File: src/rtl/tthbif_uart_if.sv
// tthbif_uart_if: valid/ready word channels between the tthbif command logic and the UART
interface tthbif_uart_if #(
    parameter int DATA_W = 8
);
    logic [DATA_W-1:0] tx_data_i;
    logic              tx_valid_i;
    logic              tx_ready_o;
    logic [DATA_W-1:0] rx_data_o;
    logic              rx_valid_o;
    logic              rx_ready_i;
    logic              rx_frame_err_o;
    logic              rx_parity_err_o;
    logic              rx_overrun_o;
    modport master (
        output tx_data_i, tx_valid_i, rx_ready_i,
        input  tx_ready_o, rx_data_o, rx_valid_o, rx_frame_err_o, rx_parity_err_o, rx_overrun_o
    );
    modport slave (
        input  tx_data_i, tx_valid_i, rx_ready_i,
        output tx_ready_o, rx_data_o, rx_valid_o, rx_frame_err_o, rx_parity_err_o, rx_overrun_o
    );
endinterface

File: src/rtl/tthbif_uart.sv
// tthbif_uart: parametrised full-duplex UART with valid/ready handshakes and per-word error flags
module tthbif_uart #(
    parameter int CLKS_PER_BIT = 16,
    parameter int DATA_W       = 8,
    parameter int PARITY       = 0,
    parameter int STOP_BITS    = 1
) (
    input  logic         clk_i,
    input  logic         rst_ni,
    input  logic         en_i,
    tthbif_uart_if.slave bus,
    input  logic         uart_rx_i,
    output logic         uart_tx_o
);
    localparam int CW = $clog2(CLKS_PER_BIT);
    localparam int IW = $clog2(DATA_W);
    localparam logic [CW-1:0] C_LAST = CW'(CLKS_PER_BIT - 1);
    localparam logic [CW-1:0] C_HALF = CW'(CLKS_PER_BIT / 2 - 1);
    localparam logic [IW-1:0] D_LAST = IW'(DATA_W - 1);
    localparam logic [IW-1:0] S_LAST = IW'(STOP_BITS - 1);
    localparam bit PAR_EN  = PARITY != 0;
    localparam bit PAR_ODD = PARITY == 1;

    typedef enum logic [2:0] {ST_IDLE, ST_START, ST_DATA, ST_PARITY, ST_STOP} state_t;

    state_t            r_tx_state, w_tx_state;
    logic [CW-1:0]     r_tx_cnt, w_tx_cnt;
    logic [IW-1:0]     r_tx_idx, w_tx_idx;
    logic [DATA_W-1:0] r_tx_sh;
    logic              r_tx_par, r_alive, w_tx_tick, w_tx_fire, w_tx_line;

    assign w_tx_tick      = r_tx_cnt == C_LAST;
    assign bus.tx_ready_o = r_alive & en_i & (r_tx_state == ST_IDLE);
    assign w_tx_fire      = bus.tx_ready_o & bus.tx_valid_i;
    assign uart_tx_o      = w_tx_line | ~en_i;

    always_comb begin
        w_tx_state = r_tx_state;
        w_tx_cnt   = w_tx_tick ? '0 : r_tx_cnt + 1'b1;
        w_tx_idx   = r_tx_idx;
        w_tx_line  = 1'b1;
        case (r_tx_state)
            ST_IDLE: begin
                w_tx_cnt   = '0;
                w_tx_state = w_tx_fire ? ST_START : ST_IDLE;
            end
            ST_START: begin
                w_tx_line  = 1'b0;
                w_tx_state = w_tx_tick ? ST_DATA : ST_START;
            end
            ST_DATA: begin
                w_tx_line = r_tx_sh[0];
                if (w_tx_tick) begin
                    w_tx_idx   = (r_tx_idx == D_LAST) ? '0 : r_tx_idx + 1'b1;
                    w_tx_state = (r_tx_idx != D_LAST) ? ST_DATA : PAR_EN ? ST_PARITY : ST_STOP;
                end
            end
            ST_PARITY: begin
                w_tx_line  = r_tx_par;
                w_tx_state = w_tx_tick ? ST_STOP : ST_PARITY;
            end
            default: begin
                if (w_tx_tick) begin
                    w_tx_idx   = (r_tx_idx == S_LAST) ? '0 : r_tx_idx + 1'b1;
                    w_tx_state = (r_tx_idx == S_LAST) ? ST_IDLE : ST_STOP;
                end
            end
        endcase
        if (!en_i) begin
            w_tx_state = ST_IDLE;
            w_tx_cnt   = '0;
            w_tx_idx   = '0;
        end
    end

    // r_alive keeps tx_ready_o low until the first edge after reset release
    always_ff @(posedge clk_i or negedge rst_ni) begin
        if (!rst_ni) begin
            r_tx_state <= ST_IDLE;
            r_tx_cnt   <= '0;
            r_tx_idx   <= '0;
            r_tx_sh    <= '0;
            r_tx_par   <= 1'b0;
            r_alive    <= 1'b0;
        end else begin
            r_tx_state <= w_tx_state;
            r_tx_cnt   <= w_tx_cnt;
            r_tx_idx   <= w_tx_idx;
            r_alive    <= 1'b1;
            if (w_tx_fire) begin
                r_tx_sh  <= bus.tx_data_i;
                r_tx_par <= PAR_ODD ? ~^bus.tx_data_i : ^bus.tx_data_i;
            end else if (r_tx_state == ST_DATA && w_tx_tick) begin
                r_tx_sh <= r_tx_sh >> 1;
            end
        end
    end

    logic [1:0]        r_sync;
    state_t            r_rx_state, w_rx_state;
    logic [CW-1:0]     r_rx_cnt, w_rx_cnt;
    logic [IW-1:0]     r_rx_idx, w_rx_idx;
    logic [DATA_W-1:0] r_rx_sh, r_rx_data;
    logic              r_rx_pbit, r_rx_valid, r_rx_ferr, r_rx_perr, r_rx_ovr;
    logic              w_rx_in, w_rx_tick, w_stop_smp, w_rx_hs, w_par_err;

    assign w_rx_in     = r_sync[1];
    assign w_rx_tick   = r_rx_cnt == C_LAST;
    assign w_rx_hs     = r_rx_valid & bus.rx_ready_i;
    assign w_stop_smp  = en_i & (r_rx_state == ST_STOP) & w_rx_tick;
    assign w_par_err   = PAR_EN & (PAR_ODD ? ~^{r_rx_sh, r_rx_pbit} : ^{r_rx_sh, r_rx_pbit});
    assign bus.rx_data_o       = r_rx_data;
    assign bus.rx_valid_o      = r_rx_valid;
    assign bus.rx_frame_err_o  = r_rx_ferr;
    assign bus.rx_parity_err_o = r_rx_perr;
    assign bus.rx_overrun_o    = r_rx_ovr;

    always_comb begin
        w_rx_state = r_rx_state;
        w_rx_cnt   = w_rx_tick ? '0 : r_rx_cnt + 1'b1;
        w_rx_idx   = r_rx_idx;
        case (r_rx_state)
            ST_IDLE: begin
                w_rx_cnt   = '0;
                w_rx_state = w_rx_in ? ST_IDLE : ST_START;
            end
            ST_START: begin
                if (r_rx_cnt == C_HALF) begin
                    w_rx_cnt   = '0;
                    w_rx_state = w_rx_in ? ST_IDLE : ST_DATA;
                end
            end
            ST_DATA: begin
                if (w_rx_tick) begin
                    w_rx_idx   = (r_rx_idx == D_LAST) ? '0 : r_rx_idx + 1'b1;
                    w_rx_state = (r_rx_idx != D_LAST) ? ST_DATA : PAR_EN ? ST_PARITY : ST_STOP;
                end
            end
            ST_PARITY: w_rx_state = w_rx_tick ? ST_STOP : ST_PARITY;
            default:   w_rx_state = w_rx_tick ? ST_IDLE : ST_STOP;
        endcase
        if (!en_i) begin
            w_rx_state = ST_IDLE;
            w_rx_cnt   = '0;
            w_rx_idx   = '0;
        end
    end

    // a stop sample that coincides with a handshake reloads instead of overrunning
    always_ff @(posedge clk_i or negedge rst_ni) begin
        if (!rst_ni) begin
            r_sync     <= 2'b11;
            r_rx_state <= ST_IDLE;
            r_rx_cnt   <= '0;
            r_rx_idx   <= '0;
            r_rx_sh    <= '0;
            r_rx_pbit  <= 1'b0;
            r_rx_data  <= '0;
            r_rx_valid <= 1'b0;
            r_rx_ferr  <= 1'b0;
            r_rx_perr  <= 1'b0;
            r_rx_ovr   <= 1'b0;
        end else begin
            r_sync     <= {r_sync[0], uart_rx_i};
            r_rx_state <= w_rx_state;
            r_rx_cnt   <= w_rx_cnt;
            r_rx_idx   <= w_rx_idx;
            if (en_i && r_rx_state == ST_DATA && w_rx_tick) r_rx_sh <= {w_rx_in, r_rx_sh[DATA_W-1:1]};
            if (en_i && r_rx_state == ST_PARITY && w_rx_tick) r_rx_pbit <= w_rx_in;
            if (w_stop_smp && (!r_rx_valid || w_rx_hs)) begin
                r_rx_data  <= r_rx_sh;
                r_rx_ferr  <= ~w_rx_in;
                r_rx_perr  <= w_par_err;
                r_rx_valid <= 1'b1;
            end else if (w_rx_hs) begin
                r_rx_valid <= 1'b0;
            end
            if (w_rx_hs) r_rx_ovr <= 1'b0;
            else if (w_stop_smp && r_rx_valid) r_rx_ovr <= 1'b1;
        end
    end
endmodule

File: src/flat_wrapper.sv
// flat-port wrapper written by rule: the top's interface ports become plain ports
module tthbif_uart_flat 
#(
    parameter int CLKS_PER_BIT = 16,
    parameter int DATA_W       = 8,
    parameter int PARITY       = 0,
    parameter int STOP_BITS    = 1
)
  (clk_i, rst_ni, en_i, uart_rx_i, uart_tx_o, bus_tx_data_i, bus_tx_valid_i, bus_rx_ready_i, bus_tx_ready_o, bus_rx_data_o, bus_rx_valid_o, bus_rx_frame_err_o, bus_rx_parity_err_o, bus_rx_overrun_o);
  tthbif_uart_if #(.DATA_W(DATA_W)) bus_i ();
  input  logic clk_i;
  input  logic rst_ni;
  input  logic en_i;
  input  logic uart_rx_i;
  output logic uart_tx_o;
  input wire logic [$bits(bus_i.tx_data_i)-1:0] bus_tx_data_i;
  input wire logic [$bits(bus_i.tx_valid_i)-1:0] bus_tx_valid_i;
  input wire logic [$bits(bus_i.rx_ready_i)-1:0] bus_rx_ready_i;
  output wire logic [$bits(bus_i.tx_ready_o)-1:0] bus_tx_ready_o;
  output wire logic [$bits(bus_i.rx_data_o)-1:0] bus_rx_data_o;
  output wire logic [$bits(bus_i.rx_valid_o)-1:0] bus_rx_valid_o;
  output wire logic [$bits(bus_i.rx_frame_err_o)-1:0] bus_rx_frame_err_o;
  output wire logic [$bits(bus_i.rx_parity_err_o)-1:0] bus_rx_parity_err_o;
  output wire logic [$bits(bus_i.rx_overrun_o)-1:0] bus_rx_overrun_o;
  assign bus_i.tx_data_i = bus_tx_data_i;
  assign bus_i.tx_valid_i = bus_tx_valid_i;
  assign bus_i.rx_ready_i = bus_rx_ready_i;
  assign bus_tx_ready_o = bus_i.tx_ready_o;
  assign bus_rx_data_o = bus_i.rx_data_o;
  assign bus_rx_valid_o = bus_i.rx_valid_o;
  assign bus_rx_frame_err_o = bus_i.rx_frame_err_o;
  assign bus_rx_parity_err_o = bus_i.rx_parity_err_o;
  assign bus_rx_overrun_o = bus_i.rx_overrun_o;
  tthbif_uart #(.CLKS_PER_BIT(CLKS_PER_BIT), .DATA_W(DATA_W), .PARITY(PARITY), .STOP_BITS(STOP_BITS)) u_core (.clk_i(clk_i), .rst_ni(rst_ni), .en_i(en_i), .bus(bus_i), .uart_rx_i(uart_rx_i), .uart_tx_o(uart_tx_o));
endmodule
File: config.mk
export PLATFORM = sky130hd
export DESIGN_NAME = tthbif_uart_flat
export DESIGN_NICKNAME = d
export VERILOG_FILES = /design/src/rtl/tthbif_uart_if.sv /design/src/rtl/tthbif_uart.sv /design/src/flat_wrapper.sv
export SDC_FILE = /design/constraint.sdc
export NUM_CORES = 1
export LEC_CHECK = 0
export CORE_MARGIN = 10
export CORE_UTILIZATION = 50
export DETAILED_ROUTE_END_ITERATION = 12
export PLACE_DENSITY = 0.77
export SYNTH_ARGS = -nofsm -noshare
export SYNTH_HDL_FRONTEND = slang
export SYNTH_SLANG_ARGS = --single-unit
File: constraint.sdc
create_clock -name clk_i -period 1.5 [get_ports clk_i]
set_input_delay 0.3 -clock clk_i [delete_from_list [all_inputs] [get_ports clk_i]]
set_output_delay 0.3 -clock clk_i [all_outputs]
set_load 0.05 [all_outputs]
==> Word level (Yosys, flattened, before mapping) <==
Index checks and enable logic that the tools add are counted.
{ "totals": {"register_bits": 51, "out_inout_bits": 14, "word_cells": 111, "input_bits": 14} }
{ "op_classes": {"bitwise": 9, "n_eq_ne": 22, "mux": 42, "n_addsub": 4, "n_reduce_logical": 19} }
{ "op_table": {"columns": ["operator", "count"], "rows": [
  ["2-to-1 mux 3 bit", 21],
  ["2-to-1 mux 4 bit", 6],
  ["case mux 3 bit (4 select lines)", 2],
  ["2-to-1 mux 8 bit", 2],
  ["== test 3 x 2 -> 1 bit (second input constant)", 4],
  ["== test 3 bit (second input constant)", 3],
  ["logical NOT 3 bit", 3],
  ["inequality test 3 x 2 -> 1 bit (second input constant)", 3],
  ["adder 4 x 1 -> 4 bit (second input constant)", 2],
  ["== test 4 bit (second input constant)", 2],
  ["case mux 4 bit (2 select lines)", 1],
  ["AND reduction 2 bit", 4],
  ["XOR reduction 8 bit", 1],
  ["adder 3 x 1 -> 3 bit (second input constant)", 2],
  ["AND 1 bit", 6],
  ["== test 3 x 1 -> 1 bit (second input constant)", 2],
  ["2-to-1 mux 1 bit", 6],
  ["inequality test 2 x 1 -> 1 bit (second input constant)", 3],
  ["inequality test 3 bit (second input constant)", 2],
  ["case mux 3 bit (2 select lines)", 1],
  ["nonzero test 2 bit", 3],
  ["logical AND 1 bit", 5],
  ["inequality test 5 x 1 -> 1 bit (second input constant)", 1],
  ["== test 4 x 3 -> 1 bit (second input constant)", 1],
  ["8 further kinds", 10]
]} }

==> Depth between registers and ports, before layout <==
{ "depth": {"ltp_word": 6, "ltp_mapped": 7, "ltp_nobuf": 6} }

==> Worst setup path before layout <==
No wires, ideal clock.
{ "synth_path": {"path_type": "register to register", "from": "reg u_core.r_rx_cnt[0]", "to": "reg u_core.r_rx_idx[0]", "path_stages_with_launch": 7, "synth_period_minus_slack_ns": 1.633, "slack_ns": -0.133, "setup_ns": 0.078, "t_arrival_ns": 1.555, "t_required_ns": 1.422, "n_path_buf": 1, "path_cell_list": "dfrtp_1 ha_1 nand3_2 or3_1 clkbuf_2 or3_1 a21boi_1"} }
{ "synth_via": {"elab_chain_cells": 3} }
{ "synth_lines": {"columns": ["element", "line_no", "rtl"], "rows": [
  ["start: declaration", "tthbif_uart.sv:101", "logic [CW-1:0] r_rx_cnt, w_rx_cnt;"],
  ["start signal: assignment", "tthbif_uart.sv:166", "r_rx_cnt <= w_rx_cnt;"],
  ["== test 4 bit", "tthbif_uart.sv:108", "assign w_rx_tick = r_rx_cnt == C_LAST;"],
  ["inequality test 2 x 1 -> 1 bit (no line)", null, null],
  ["AND reduction 2 bit (no line)", null, null],
  ["end signal: assignment", "tthbif_uart.sv:167", "r_rx_idx <= w_rx_idx;"],
  ["end: declaration", "tthbif_uart.sv:102", "logic [IW-1:0] r_rx_idx, w_rx_idx;"]
]} }
Every way passes these cells.
A chain may end at the register's enable or synchronous reset.

==> Final worst setup path <==
{ "layout_path": {"from": "reg u_core.r_tx_state[2]", "to": "out bus_tx_ready_o"} }
{ "layout_via": {"elab_chain_cells": 2} }
{ "layout_lines": {"columns": ["element", "line_no", "rtl"], "rows": [
  ["start: declaration", "tthbif_uart.sv:26", "state_t r_tx_state, w_tx_state;"],
  ["start signal: assignment", "tthbif_uart.sv:86", "r_tx_state <= w_tx_state;"],
  ["logical NOT 3 bit", "tthbif_uart.sv:33", "assign bus.tx_ready_o = r_alive & en_i & (r_tx_state == ST_IDLE);"],
  ["AND 1 bit", "tthbif_uart.sv:33", null],
  ["end: declaration", "flat_wrapper.sv:19", "output wire logic [$bits(bus_i.tx_ready_o)-1:0] bus_tx_ready_o;"]
]} }
Every way passes these cells.

==> results.json <==
{
  "synth_area_leader_cell": "dfrtp_1",
  "grt_max_degree": 25,
  "post_drt_wl_per_cell_um": 16.8,
  "grt-busiest-layer": "met2",
  "clock_skew_ps": 7.46,
  "power.leakage_nw": 1.70,
  "start_util_pct": 51.8,
  "synth_edf_count": 0,
  "ant_nets": 0,
  "clkSinkCount": 51,
  "preCtsSetupSlack_ps": -357,
  "ys_warn_count": 0,
  "hold_violations": 0,
  "end_kind": "output port",
  "mostFrequentLayoutCells": "46 x dfrtp_1, 39 x buf_4, 15 x mux2_2",
  "finalCritPeriodShare_pct": 115,
  "critPathLaunchType": "flop",
  "gp_congestion": 0.835,
  "ys_types": 47,
  "ys_seq_area_share_pct": 51.9,
  "ys.flop_type": "dfrtp_1",
  "ys_seq_elements": 51,
  "synthSimpleGateAreaFrac_pct": 15.2,
  "grt_use_total_pct": 13.7,
  "die_y_um": 90.2,
  "worstPathRequired_ps": 1200,
  "coreArea_um2": 4750,
  "synth_xor_area_share_pct": 4.27,
  "cp_max_fo": 2,
  "routed_wl_um": 5970,
  "hpwl_um": 3910,
  "synthAdderAreaFrac_pct": 3.56,
  "die-area_um2": 8140,
  "drtIter0Drc": 92,
  "grt.met2_usage_pct": 24.3,
  "via_per_inst": 5.43,
  "syn_to_final_growth_pct": 46.3,
  "drive_gt1_share_pct": 43.3,
  "drcViolationCount": 0,
  "synth_compound_area_share_pct": 12.0,
  "synth_top_area_share_pct": 49.8,
  "layout.nets": 309,
  "multi_input_area_um2": 1260,
  "fmax_ghz": 0.582,
  "antenna_found_initial": 0,
  "arrival_ps": 1420,
  "final_common_cell": "dfrtp_1",
  "grt_pass1_vias": 1939,
  "htree_levels": 2,
  "final_max_slew_viol_count": 0,
  "rows": 25,
  "peakVddDrop_v": 0.000776,
  "synthMuxAreaShare_pct": 9.34,
  "synth.avg_cell_area_um2": 11.5,
  "setup_viol": 29,
  "dr.pass1.iters": 4,
  "stdcell_count": 356,
  "clk_latency_ps": 300,
  "grt.overflow.total": 0,
  "grt.met1_usage_pct": 16.6,
  "timing.final.ws_setup_ps": -219,
  "synth_top_family_by_area": "simple AND/OR/NAND/NOR gates",
  "synth.net_count": 236,
  "gr-usage-met3_pct": 3.08,
  "syn_inst": 215,
  "grt_setup_unrepaired": "true",
  "ios": 28,
  "dpl.cell_count": 332,
  "finalPower_w": 0.00339,
  "synthTopCellsByArea": "dfrtp_1 50%, mux2_2 7.3%, ha_1 3.6%, xnor2_1 3.2%, dfstp_2 2.1%",
  "die_x_um": 90.2,
  "clk_pin_slew_worst_paths_ps": 90,
  "portBuffers": 26,
  "numCtsBuffers": 5,
  "cts_tree": "yes",
  "cts_root_buf": "clkbuf_8",
  "nFillCells": 298,
  "crit_type": "flop to output port",
  "regArea_um2": 1280,
  "holdCritPathClass": "flop to flop",
  "period_needed_ps": 1720,
  "hold_ws_ps": 360,
  "vias": 1933,
  "power_density_nw_per_um2": 942,
  "antenna_cells": 0,
  "violations": "negative setup slack",
  "synth_async_sr_flop_share_pct": 100,
  "syn_area_um2": 2460,
  "clk_path_buf_depth": 2,
  "grt_pass1_wl_um": 9490,
  "outcome": "complete, but fails checks",
  "max-cap-violations": 0
}
==> synthesized netlist by cell type (2+ instances only) <==
cell type  instances
dfrtp_1           49
mux2_2            16
o21ai_0           10
nand2_1            9
xnor2_1            9
a21oi_1            8
ha_1               7
a21o_1             6
a22o_1             6
nor2_1             6
or3_1              6
buf_2              5
clkbuf_1           5
mux2i_1            5
nand2b_1           5
nor2b_1            5
inv_1              4
nand3_1            4
nor3_1             4
a21boi_0           3
a31oi_1            3
and2_1             3
and3_1             3
nor3b_1            3
xor2_1             3
a21boi_1           2
conb_1             2
dfstp_2            2
nand3_2            2
nand3b_1           2
o31ai_1            2
==> power by group <==
part | internal, W | switching, W | total (W)
clock network | 0.000540 | 0.000450 | 0.000990
logic | 0.000490 | 0.000350 | 0.000840
registers | 0.00147 | 0.0000929 | 0.00156
total | 0.00250 | 0.000893 | 0.00339
==> state kept, by name, summed over array words and instances (netlist names) <==
| name | cells |
|---|---|
| u_core.r_tx_sh | 8 |
| u_core.r_tx_cnt | 4 |
| u_core.bus.rx_valid_o | 1 |
| u_core.r_alive | 1 |
| u_core.r_tx_idx | 3 |
| u_core.r_sync | 2 |
| u_core.bus.rx_overrun_o | 1 |
| u_core.r_rx_idx | 3 |
| u_core.r_rx_state | 3 |
| u_core.bus.rx_data_o | 8 |
| u_core.r_tx_state | 3 |
| u_core.r_tx_par | 1 |
| u_core.r_rx_sh | 8 |
| u_core.r_rx_cnt | 4 |
| u_core.bus.rx_frame_err_o | 1 |
==> stage by stage <==
step / util, % / TNS, ps / area (um^2)
2_1_floorplan: - / -654 / 2510
3_3_place_gp: 66.6 / -8030 / 3170
3_5_place_dp: 66.6 / -8990 / 3170
4_1_cts: 72.4 / -1530 / 3440
5_1_grt: 75.8 / -2910 / 3600
6_report: 75.8 / -1480 / 3600
==> kinds of logic after synthesis <==
| family | Yosys count |
|---|---|
| other | 2 |
| AOI/OAI and AO/OA | 44 |
| muxes | 21 |
| xor gates and xnor gates | 12 |
| DFF | 51 |
| and+or+nand+nor | 61 |
| buffers and inverters | 17 |
| adders and majority gates | 7 |
==> path summary, 6_finish.rpt <==
| path | from | end | slack (ps) | cells past startpoint |
|---|---|---|---|---|
| min in group asynchronous | rst_ni | u_core.r_rx_idx[2]$_DFFE_PN0P_ | 460 | 2 |
| max in group asynchronous | rst_ni | u_core.r_tx_state[0]$_DFFE_PN0P_ | 490 | 3 |
| worst max-delay path | u_core.r_tx_state[2]$_DFFE_PN0P_ | bus_tx_ready_o | -220 | 5 |
| worst min register to register | u_core.r_sync[0]$_DFF_PN1_ | u_core.r_sync[1]$_DFF_PN1_ | 360 | 0 |
| worst max register to register | u_core.r_rx_state[0]$_DFFE_PN0P_ | u_core.r_rx_state[2]$_DFFE_PN0P_ | -190 | 5 |
| worst min-delay path | u_core.r_sync[0]$_DFF_PN1_ | u_core.r_sync[1]$_DFF_PN1_ | 360 | 0 |
==> area by class of cell <==
class                   count  area share, %
clock inverters             2          0.972
flip-flops and latches     51           35.6
repair buffers             79           23.4
inverters                   4          0.417
multi-input cells         147           35.0
clock buffers               6           2.29
well taps                  67           2.33
==> worst max-delay path: stages (launching register included) <==
cell and delay [ps]:
dfrtp_1 410, buf_6 130, nor3_4 110, buf_4 140
and3_4 200, buf_12 130
==> per-layer routing <==
layer	vias to the layer above	wire (um)
met5	-	0
met4	0	78
met3	8	176
met2	38	3160
met1	986	2550
li1	901	-
==> what timing repair did <==
action / CTS / global route
pin swaps: 7 / 10
gates resized for setup: 22 / 26
hold endpoints to repair: 10 / 0
hold buffers: 1 / 0
setup buffers: 8 / 8
endpoints found under the setup margin: 31 / 30
Note: power is estimated with default switching activity, not from simulation.
